<file path="src/rtl/uart_pkg.sv">
// Shared types and constants for the UART receive path.
// Optional feature macro: UART_RX_MAJORITY_VOTE_EN (3-sample majority vote per bit).
package uart_pkg;

   localparam int unsigned PHASE_W    = 4;
   localparam int unsigned PHASE_LAST = 15;
   localparam int unsigned PHASE_MID  = 8;
   localparam int unsigned BYTE_W     = 8;
   localparam int unsigned BITCNT_W   = 4;

`ifdef UART_RX_MAJORITY_VOTE_EN
   // Vote uses phases 7,8,9; the bit is known once phase 9 is sampled.
   localparam int unsigned PHASE_DECIDE = PHASE_MID + 1;
`else
   localparam int unsigned PHASE_DECIDE = PHASE_MID;
`endif

   typedef enum logic [2:0] {
      IDLE,
      START,
      DATA,
      PARITY,
      STOP
   } rx_state_t;

endpackage

</file>
<file path="src/rtl/uart_rx_sampler.sv">
// RX synchroniser plus bit decision (single sample or optional 2-of-3 vote).
// Macro: UART_RX_MAJORITY_VOTE_EN enables the vote registers.
// Ports:
//   clk, rst_n    clock, async active-low reset
//   rx            raw serial line
//   tick          16x baud enable
//   phase         current bit phase from the receive FSM
//   rx_sync       synchronised line level
//   bit_val_c     decided bit value (valid with bit_strobe_c)
//   bit_strobe_c  one-cycle pulse at the decision tick
module uart_rx_sampler
   import uart_pkg::*;
#(
   parameter int unsigned SYNC_STAGES = 2
) (
   input  logic               clk,
   input  logic               rst_n,
   input  logic               rx,
   input  logic               tick,
   input  logic [PHASE_W-1:0] phase,
   output logic               rx_sync,
   output logic               bit_val_c,
   output logic               bit_strobe_c
);

   logic [SYNC_STAGES-1:0] sync_q;

   // Metastability chain, idles high like the line.
   always_ff @(posedge clk or negedge rst_n) begin
      if (!rst_n) begin
         sync_q <= '1;
      end else begin
         sync_q <= {sync_q[SYNC_STAGES-2:0], rx};
      end
   end

   assign rx_sync = sync_q[SYNC_STAGES-1];

`ifdef UART_RX_MAJORITY_VOTE_EN
   logic vote7_q;
   logic vote8_q;

   // Capture the two early samples; the third is the live value at phase 9.
   always_ff @(posedge clk or negedge rst_n) begin
      if (!rst_n) begin
         vote7_q <= 1'b1;
         vote8_q <= 1'b1;
      end else if (tick) begin
         if (phase == PHASE_W'(PHASE_MID - 1)) vote7_q <= rx_sync;
         if (phase == PHASE_W'(PHASE_MID))     vote8_q <= rx_sync;
      end
   end

   assign bit_val_c = (vote7_q & vote8_q) | (vote7_q & rx_sync) | (vote8_q & rx_sync);
`else
   assign bit_val_c = rx_sync;
`endif

   assign bit_strobe_c = tick && (phase == PHASE_W'(PHASE_DECIDE));

endmodule

</file>
<file path="src/rtl/uart_rx_core.sv">
// UART receive engine: oversamples RX on the 16x baud tick, recovers
// start/data/parity/stop bits and hands a byte plus status to the register layer.
// Macro: UART_RX_MAJORITY_VOTE_EN selects 2-of-3 majority bit sampling.
// Ports:
//   CLK, RESET_N     clock, async active-low reset
//   BAUD_CLOCK       16x baud enable pulse
//   RX               serial line (idle high)
//   BIT8, PARITY_EN, ODD_N_EVEN   frame format
//   READ_RX_BYTE     consumer acknowledge pulse
//   RX_DATA, RX_READY, PARITY_ERR, FRAMING_ERR, OVERFLOW   received byte and status
module uart_rx_core
   import uart_pkg::*;
#(
   parameter int unsigned SYNC_STAGES = 2
) (
   input  logic              CLK,
   input  logic              RESET_N,
   input  logic              BAUD_CLOCK,
   input  logic              RX,
   input  logic              BIT8,
   input  logic              PARITY_EN,
   input  logic              ODD_N_EVEN,
   input  logic              READ_RX_BYTE,
   output logic [BYTE_W-1:0] RX_DATA,
   output logic              RX_READY,
   output logic              PARITY_ERR,
   output logic              FRAMING_ERR,
   output logic              OVERFLOW
);

   rx_state_t           state;
   logic [PHASE_W-1:0]  phase;
   logic [BITCNT_W-1:0] bit_cnt;
   logic [BYTE_W-1:0]   shreg;
   logic                par_err_q;
   logic [BYTE_W-1:0]   frame_data_q;
   logic                frame_perr_q;
   logic                frame_stop_q;
   logic                frame_done_q;

   logic                rx_sync;
   logic                bit_val_c;
   logic                bit_strobe_c;
   logic                wrap_c;
   logic [BITCNT_W-1:0] nbits_c;
   logic [BYTE_W-1:0]   data_c;

   uart_rx_sampler #(
      .SYNC_STAGES (SYNC_STAGES)
   ) u_sampler (
      .clk          (CLK),
      .rst_n        (RESET_N),
      .rx           (RX),
      .tick         (BAUD_CLOCK),
      .phase        (phase),
      .rx_sync      (rx_sync),
      .bit_val_c    (bit_val_c),
      .bit_strobe_c (bit_strobe_c)
   );

   assign wrap_c  = BAUD_CLOCK && (phase == PHASE_W'(PHASE_LAST));
   assign nbits_c = BIT8 ? BITCNT_W'(8) : BITCNT_W'(7);
   // Bits enter at the MSB, so a 7-bit frame sits one position high.
   assign data_c  = BIT8 ? shreg : {1'b0, shreg[BYTE_W-1:1]};

   // Frame recovery FSM; advances only on baud ticks.
   always_ff @(posedge CLK or negedge RESET_N) begin
      if (!RESET_N) begin
         state        <= IDLE;
         phase        <= '0;
         bit_cnt      <= '0;
         shreg        <= '0;
         par_err_q    <= 1'b0;
         frame_data_q <= '0;
         frame_perr_q <= 1'b0;
         frame_stop_q <= 1'b0;
         frame_done_q <= 1'b0;
      end else begin
         frame_done_q <= 1'b0;
         if (BAUD_CLOCK) begin
            case (state)
               IDLE: begin
                  phase   <= '0;
                  bit_cnt <= '0;
                  if (!rx_sync) state <= START;
               end
               START: begin
                  phase <= phase + PHASE_W'(1);
                  if (bit_strobe_c && bit_val_c) begin
                     state <= IDLE;  // line back high: glitch, not a start bit
                     phase <= '0;
                  end else if (wrap_c) begin
                     state <= DATA;
                  end
               end
               DATA: begin
                  phase <= phase + PHASE_W'(1);
                  if (bit_strobe_c) begin
                     shreg   <= {bit_val_c, shreg[BYTE_W-1:1]};
                     bit_cnt <= bit_cnt + BITCNT_W'(1);
                  end
                  if (wrap_c && (bit_cnt == nbits_c)) begin
                     state <= PARITY_EN ? PARITY : STOP;
                  end
               end
               PARITY: begin
                  phase <= phase + PHASE_W'(1);
                  if (bit_strobe_c) par_err_q <= (^data_c) ^ bit_val_c ^ ODD_N_EVEN;
                  if (wrap_c) state <= STOP;
               end
               STOP: begin
                  phase <= phase + PHASE_W'(1);
                  // Finish at mid-stop so a following start edge is not missed.
                  if (bit_strobe_c) begin
                     frame_data_q <= data_c;
                     frame_perr_q <= PARITY_EN & par_err_q;
                     frame_stop_q <= bit_val_c;
                     frame_done_q <= 1'b1;
                     state        <= IDLE;
                     phase        <= '0;
                  end
               end
               default: begin
                  state <= IDLE;
                  phase <= '0;
               end
            endcase
         end
      end
   end

   // Delivery to the consumer; a completion beats a simultaneous read.
   always_ff @(posedge CLK or negedge RESET_N) begin
      if (!RESET_N) begin
         RX_DATA     <= '0;
         RX_READY    <= 1'b0;
         PARITY_ERR  <= 1'b0;
         FRAMING_ERR <= 1'b0;
         OVERFLOW    <= 1'b0;
      end else if (frame_done_q) begin
         if (!RX_READY || READ_RX_BYTE) begin
            RX_DATA     <= frame_data_q;
            PARITY_ERR  <= frame_perr_q;
            FRAMING_ERR <= ~frame_stop_q;
            RX_READY    <= 1'b1;
            if (READ_RX_BYTE) OVERFLOW <= 1'b0;
         end else begin
            OVERFLOW <= 1'b1;
         end
      end else if (READ_RX_BYTE) begin
         RX_READY <= 1'b0;
         OVERFLOW <= 1'b0;
      end
   end

endmodule

</file>
<file path="config.mk">
export PLATFORM = sky130hd
export DESIGN_NAME = uart_rx_core
export DESIGN_NICKNAME = d
export VERILOG_FILES = /design/src/rtl/uart_pkg.sv /design/src/rtl/uart_rx_sampler.sv /design/src/rtl/uart_rx_core.sv
export SDC_FILE = /design/constraint.sdc
export NUM_CORES = 1
export LEC_CHECK = 0
export ABC_CLOCK_PERIOD_IN_PS = 1800
export BUFFER_PORTS_ARGS = -buffer_cell sky130_fd_sc_hd__clkbuf_2
export CAP_MARGIN = 20
export CORE_UTILIZATION = 52
export CTS_CLUSTER_DIAMETER = 100
export DETAILED_ROUTE_END_ITERATION = 7
export GPL_TIMING_DRIVEN = 0
export PLACE_DENSITY = 0.77
export SYNTH_ARGS = -nofsm -noshare
export SYNTH_HDL_FRONTEND = slang
export SYNTH_SLANG_ARGS = --single-unit
</file>
<file path="constraint.sdc">
create_clock -name CLK -period 1.8 [get_ports CLK]
set_clock_uncertainty 0.1 [all_clocks]
set_input_delay 0 -clock CLK [delete_from_list [all_inputs] [get_ports CLK]]
set_output_delay 0 -clock CLK [all_outputs]
set_load 0.02 [all_outputs]
</file>
==> results_dict.tcl, run 1 <==
set metrics [dict create \
    status "complete, no violations" \
    r2r_start "phase[0]" \
    pwr-share-comb_pct 29.9 \
    min_to "state[2]" \
    dp_hpwl_mm 2.49 \
    p_per_area_mw_per_mm2 1140 \
    holdWs_ps 35.4 \
    ys.flop_type "dfrtp_1" \
    clockBufferDepth 2 \
    r2r_slack_ps 4 \
    crit_path_top_delay_cell "dfrtp_1" \
    synth_edf_count 0 \
    rsz0062_at_grt "true" \
    p_seq_share_pct 43.3 \
    synth_top_family_by_area "multiplexers" \
    synth_top_area_share_pct 51.7 \
    clk_pin_slew_worst_paths_ps 80 \
    tightest_slew_ps 554 \
    whs_path_depth 3 \
    clockPowerShare_pct 26.8 \
    grt_max_degree 46 \
    clkLatencyLatePin_ps 290 \
    ys_seq_area_share_pct 54.2 \
    synthCells 187 \
    ir_drop_v 0.000631 \
    dp_slack_ps -101 \
    synth_seq_cells 45 \
    n_antenna_cell 0 \
    antenna_found_initial 0 \
    synth.area.mux_share_pct 13.2 \
    netlist_area_mm2 0.00208 \
    crit_fanout 7 \
    p_int_mw 1.99 \
    yosysUniqueCellTypes 39 \
    gp_routability_congestion 0.886 \
    first_global_vias 1391 \
    grt_pass1_wl_mm 6.25 \
    r2r-end "state[2]" \
    synth-xor-area-share_pct 3.78 \
    synth_compound_area_share_pct 12.0 \
    endpoint_kind "flop" \
    ys_warn_count 0 \
    overflow 0 \
    synth_fa_ha_area_share_pct 1.80 \
    avgSynthCellArea_um2 11.1 \
    rr_worst_depth 8 \
    slew_viol_final 0 \
    route.vias.total 1435 \
    numCtsBuffers 5 \
    start_util_pct 55.6 \
    synth-simple-area-share_pct 11.6 \
    crit_required_ps 1880 \
    wirelength_mm 3.63 \
    drtIter0Drc 55 \
    dieArea_mm2 0.00426 \
    avgRoutedWirePerCell_um 13.3 \
    ant_nets 0 \
    period_needed_ps 1800 \
    port_buffers 19 \
    hold_viol 0 \
    crit_chain "inv_2 > ha_4 > and4b_1 > buf_6 > nand2_2 > o211ai_1 > o2111ai_2 > mux2_4" \
    detail_route.vias_per_cell 5.28 \
    core_area_mm2 0.00374 \
    leakage_nw 1.20 \
    drv_cap 0 \
    tritoncts "built" \
    ys_top_cells_by_area "dfrtp_1, mux2_2, o21ai_0" \
    cp-start-kind "flop" \
    slew_headroom_pct 63.0 \
    finish.utilization_pct 66.9 \
    layout-drive-gt1-share_pct 32.1 \
    row_count 22 \
    die_h_um 65.3 \
    setup_viol 0 \
    clockRootBuffer "clkbuf_8" \
    synthArstFlopShare_pct 100 \
    drt_first_pass_iters 4 \
    fin_crit_sh_pct 99.8 \
    io_pins 20 \
    area_delta_synth_final_pct 20.2 \
    fp.dieW_um 65.3 \
    drc 0 \
    cts_sinks 45 \
    critical_path_class "reg -> reg" \
    setup_slack_ps 3.56 \
    track_usage_pct 19.8 \
    h-tree-depth 2 \
    p_switching_uw 867 \
    fmax_mhz 557 \
    cp.arrival_ps 1880 \
    synth.largest_area_cell "dfrtp_1" \
    fin_nets 234 \
    fin_total_pwr_mw 2.85 \
    hold_start "BAUD_CLOCK" \
    synth.net_count 198 \
    crit_path_max_incr_delay_ps 390 \
    hold_path_class "in -> reg" \
    switching_share_pct 30.4 \
]
synth_stat cells, types with 2 or more instances:
master,count
buf_2,4
mux2_2,16
and3_1,2
nand3_1,4
o21ai_0,20
xnor2_1,9
nand2b_1,3
clkbuf_1,4
ha_1,3
nor3_1,2
dfstp_2,2
nand2_1,23
dfrtp_1,43
a211oi_1,2
o22ai_1,3
a21oi_1,2
inv_1,8
o211ai_1,3
nand3_2,2
mux2i_1,8
nor2_1,6
worst max-delay path by stage:
stage | from | to | slack (ps)
floorplan | phase[0] | state[2] | 20
global placement | phase[0] | shreg[3] | -80
detailed placement | phase[0] | shreg[5] | -100
CTS | phase[1] | state[2] | -30
global route | phase[0] | state[2] | -80
finish | phase[0] | state[2] | 4
per-stage QoR:
| step | instance area [um2] | TNS, ps | cells |
|---|---|---|---|
| after CTS | 2440 | -27.3 | 270 |
| after detailed placement | 2240 | -595 | 254 |
| final | 2500 | 0 | 272 |
| after global routing | 2500 | -151 | 272 |
| after global placement | 2240 | -431 | 254 |
| after floorplan | 2080 | 0 | 187 |
per-layer routing:
| metal | up-vias | GRT usage [%] | wire length, um |
|---|---|---|---|
| li1 | 729 | - | - |
| met1 | 677 | 25.3 | 1810 |
| met2 | 24 | 31.2 | 1620 |
| met3 | 5 | 5.90 | 134 |
| met4 | 0 | 8.15 | 54 |
| met5 | - | 0 | 0 |
critical path, delay by kind of cell, from the launching register on:
kind	cells	cell delay, ps
flops	1	390
mux	1	320
fa+ha+maj	1	130
compound gates	2	290
buf+inv	2	210
simple gates	2	250
sequential cells by signal (all words and copies together), names as in the netlist, 2 cells and up:
signal / flops
RX_DATA: 8
frame_data_q: 8
shreg: 8
bit_cnt: 4
phase: 4
state: 3
u_sampler.sync_q: 2
repair_timing:
action	CTS	global route
pin swaps	2	3
endpoints found under the hold margin	48	0
buffers inserted	4	1
gates resized for setup	6	11
gates cloned	0	0
setup endpoints to repair	15	20
hold buffers	4	0
cell type report:
class,count,area [um2]
Multi-Input combinational cell,125,913
Clock inverter,1,30.0
Inverter,8,30.0
Fill cell,297,1240
Tap cell,48,60.1
Sequential cell,45,1130
Clock buffer,7,86.3
Timing Repair Buffer,29,200
Buffer,9,55.1
layout by cell type, fill, tap and decap left out, types with 5 or more instances in the layout:
cell type	n
clkbuf_8	6
nand2_1	22
buf_4	5
dfrtp_1	43
clkbuf_2	20
mux2_2	16
xnor2_1	9
o21ai_0	20
mux2i_1	8
inv_1	6
kinds of logic after synthesis:
logic type                 count (synthesis)
AOI/OAI and AO/OA                         39
xor gates and xnor gates                   9
adders and majority gates                  3
buffers and inverters                     17
DFF                                       45
muxes                                     25
and+or+nand+nor                           49
power groups by stage:
stage          sequential (mW)  clock (mW)  combinational, mW
2_1_floorplan             1.24           0              0.539
3_3_place_gp              1.25           0              0.672
6_report                  1.24       0.764              0.852
3_5_place_dp              1.25           0              0.693
4_1_cts                   1.23       0.785              0.771
5_1_grt                   1.25       0.826              0.946
Power figures use the tool's default switching activity.
==> run 2: changes to the inputs <==
- CORE_UTILIZATION: 52 -> 43
- HOLD_SLACK_MARGIN: not set -> 0.15
- PLACE_DENSITY: 0.77 -> 0.66
- SYNTH_HIERARCHICAL: not set -> 1
==> run 2 against run 1 <==
Compared with the run above: die area grew 20%; critical path type unchanged; critical path depth shrank 1; combinational power grew 19%; highest routed layer unchanged; fmax shrank 0.29%; core utilization shrank 10 points; the run now ends with setup timing left; hold slack gained 140 ps; register-to-register slack is essentially flat.
==> results_dict.tcl, run 2 <==
set metrics [dict create \
    status "finished with violations" \
    violations "setup timing" \
    ir_drop_v 0.000485 \
    r2r-end "state[2]" \
    fin_crit_sh_pct 100 \
    fin_total_pwr_mw 3.12 \
    mostFrequentLayoutCells "dfrtp_1, clkbuf_2, nand2_1" \
    dp_hpwl_mm 2.53 \
    synth_most_common_cell "dfrtp_1" \
    p_per_area_mw_per_mm2 1220 \
    p_seq_share_pct 46.1 \
    avgSynthCellArea_um2 11.3 \
    synth.net_count 194 \
    period_needed_ps 1800 \
    fmax_mhz 555 \
    synth_top_area_share_pct 51.9 \
    row_count 24 \
    start_util_pct 46.1 \
    netlist_area_mm2 0.00207 \
    tritoncts "built" \
    layout-drive-gt1-share_pct 32.2 \
    io_pins 20 \
    num-fill-cells 399 \
    postPlaceCellArea_mm2 0.00226 \
    synth.largest_area_cell "dfrtp_1" \
    ys_seq_area_share_pct 54.4 \
    layout_commonest_cell "dfrtp_1" \
    r2r_start "phase[1]" \
    grt_pass1_wl_mm 6.83 \
    tightest_slew_ps 892 \
    ys_warn_count 6 \
    gp_routability_congestion 0.796 \
    detail_route.vias_per_cell 5.29 \
    setup_slack_ps -1.58 \
    fin_nets 242 \
    cts_sinks 45 \
    first_global_vias 1505 \
    drt_first_pass_iters 4 \
    rsz0062_at_grt "true" \
    n_antenna_cell 0 \
    pwr-share-comb_pct 32.2 \
    fp.dieW_um 71.5 \
    reg_top3 "RX_DATA: 8 flops, frame_data_q: 8 flops, shreg: 8 flops" \
    dp_cells 256 \
    grt_max_degree 27 \
    setup_viol 1 \
    ant_nets 0 \
    synthCells 184 \
    clockRootBuffer "clkbuf_8" \
    r2r_slack_ps -2 \
    port_buffers 19 \
    slew_viol_final 0 \
    synthArstFlopShare_pct 100 \
    endpoint_kind "flop" \
    slew_headroom_pct 40.4 \
    drc 0 \
    p_int_mw 2.09 \
    crit_required_ps 1890 \
    ys.flop_type "dfrtp_1" \
    clockPowerShare_pct 21.7 \
    overflow 0 \
    leakage_nw 1.26 \
    finish.utilization_pct 56.8 \
    dieArea_mm2 0.00511 \
    hold_start "BAUD_CLOCK" \
    hold_path_class "in -> reg" \
    whs_path_depth 4 \
    startpoint "phase[1]" \
    ys_top_cells_by_area "dfrtp_1, mux2_2, mux2i_1" \
    avgRoutedWirePerCell_um 14.1 \
    min_to "shreg[5]" \
    wirelength_mm 4.03 \
    track_usage_pct 17.5 \
    drv_cap 0 \
    core_area_mm2 0.00450 \
    clkLatencyLatePin_ps 300 \
    hold_viol 0 \
    cp.arrival_ps 1890 \
    h-tree-depth 2 \
    holdWs_ps 178 \
    final_cells 285 \
    rr_worst_depth 7 \
    cp-start-kind "flop" \
    final_cell_area_mm2 0.00256 \
    synth_edf_count 0 \
    crit_fanout 5 \
    area_delta_synth_final_pct 23.3 \
    critical_path_class "reg -> reg" \
    numCtsBuffers 5 \
    switching_share_pct 33.0 \
    yosysUniqueCellTypes 39 \
    synth_seq_cells 45 \
    clockBufferDepth 2 \
    p_switching_mw 1.03 \
    antenna_found_initial 0 \
    drtIter0Drc 47 \
    synth_common_cells "dfrtp_1, nand2_1, mux2_2, nor2_1, o21ai_0" \
    die_h_um 71.5 \
    route.vias.total 1508 \
    clk_pin_slew_worst_paths_ps 80 \
]
==> run 2: cell count changes after synthesis, sizes merged, moves of 2 or more <==
cell,before,now
o211ai,3,1
clkbuf,4,1
nand2b,3,6
a21oi,3,9
o21ai,21,12
a211oi,2,0
buf,5,7
nand2,23,18
and3,2,0
nor2,6,14
==> run 2: power groups by stage <==
| stage | clock network (mW) | registers [mW] | logic, mW |
|---|---|---|---|
| after CTS | 0.698 | 1.44 | 0.935 |
| after global routing | 0.739 | 1.48 | 1.12 |
| after detailed placement | 0 | 1.48 | 0.823 |
| after global placement | 0 | 1.47 | 0.800 |
| after floorplan | 0 | 1.48 | 0.592 |
| final | 0.676 | 1.44 | 1.01 |
==> run 2: cell families after synthesis <==
| group | count (synthesis) | synth area share (%) |
|---|---|---|
| xor+xnor | 9 | 3.80 |
| buf+inv | 15 | 3.56 |
| simple gates | 53 | 13.2 |
| flops | 45 | 54.4 |
| fa+ha+maj | 2 | 1.21 |
| compound gates | 34 | 10.1 |
| mux | 26 | 13.8 |
==> run 2: area by class of cell <==
| class | instances | area, um2 | area share [%] |
|---|---|---|---|
| Timing Repair Buffer | 41 | 298 | 11.6 |
| Multi-Input combinational cell | 124 | 883 | 34.5 |
| Inverter | 7 | 26.3 | 1.03 |
| Buffer | 8 | 53.8 | 2.10 |
| Clock inverter | 1 | 5.00 | 0.196 |
| Tap cell | 52 | 65.1 | 2.54 |
| Clock buffer | 7 | 96.3 | 3.77 |
| Sequential cell | 45 | 1130 | 44.2 |
==> run 2: how the worst max path moves through the flow <==
| stage | end | slack [ps] |
|---|---|---|
| finish | state[2] | -2 |
| global route | state[2] | -70 |
| floorplan | state[2] | 20 |
| global placement | state[2] | -110 |
| CTS | state[2] | 4 |
| detailed placement | state[2] | -110 |
==> run 2: layer usage <==
layer / up-vias / track usage [%] / part of all wire (%)
met5: - / 0 / 0
met4: 0 / 7.63 / 2.5
met3: 12 / 5.06 / 3.5
met2: 28 / 28.3 / 47
met1: 726 / 22.2 / 47
li1: 742 / - / -
==> run 2: through the flow <==
step	setup TNS [ps]	worst slack (ps)
after floorplan	0	16.5
after global placement	-404	-108
after detailed placement	-672	-110
after CTS	0	4.04
after global routing	-121	-72.8
final	-1.58	-1.58
==> run 2: timing repair <==
item                       CTS  global route
setup buffers                6             5
hold endpoints to repair    59             2
pin swaps                    3             5
gates resized for setup      2             6
hold buffers                 9             1
setup endpoints to repair   12            13
==> run 2: critical path: stages, from the launching register on <==
cell	delay, ps
dfrtp_1	400
nor2_1	90
and4b_2	300
nand2_2	80
a21oi_2	150
a311o_1	160
nand4_2	110
mux2_4	310
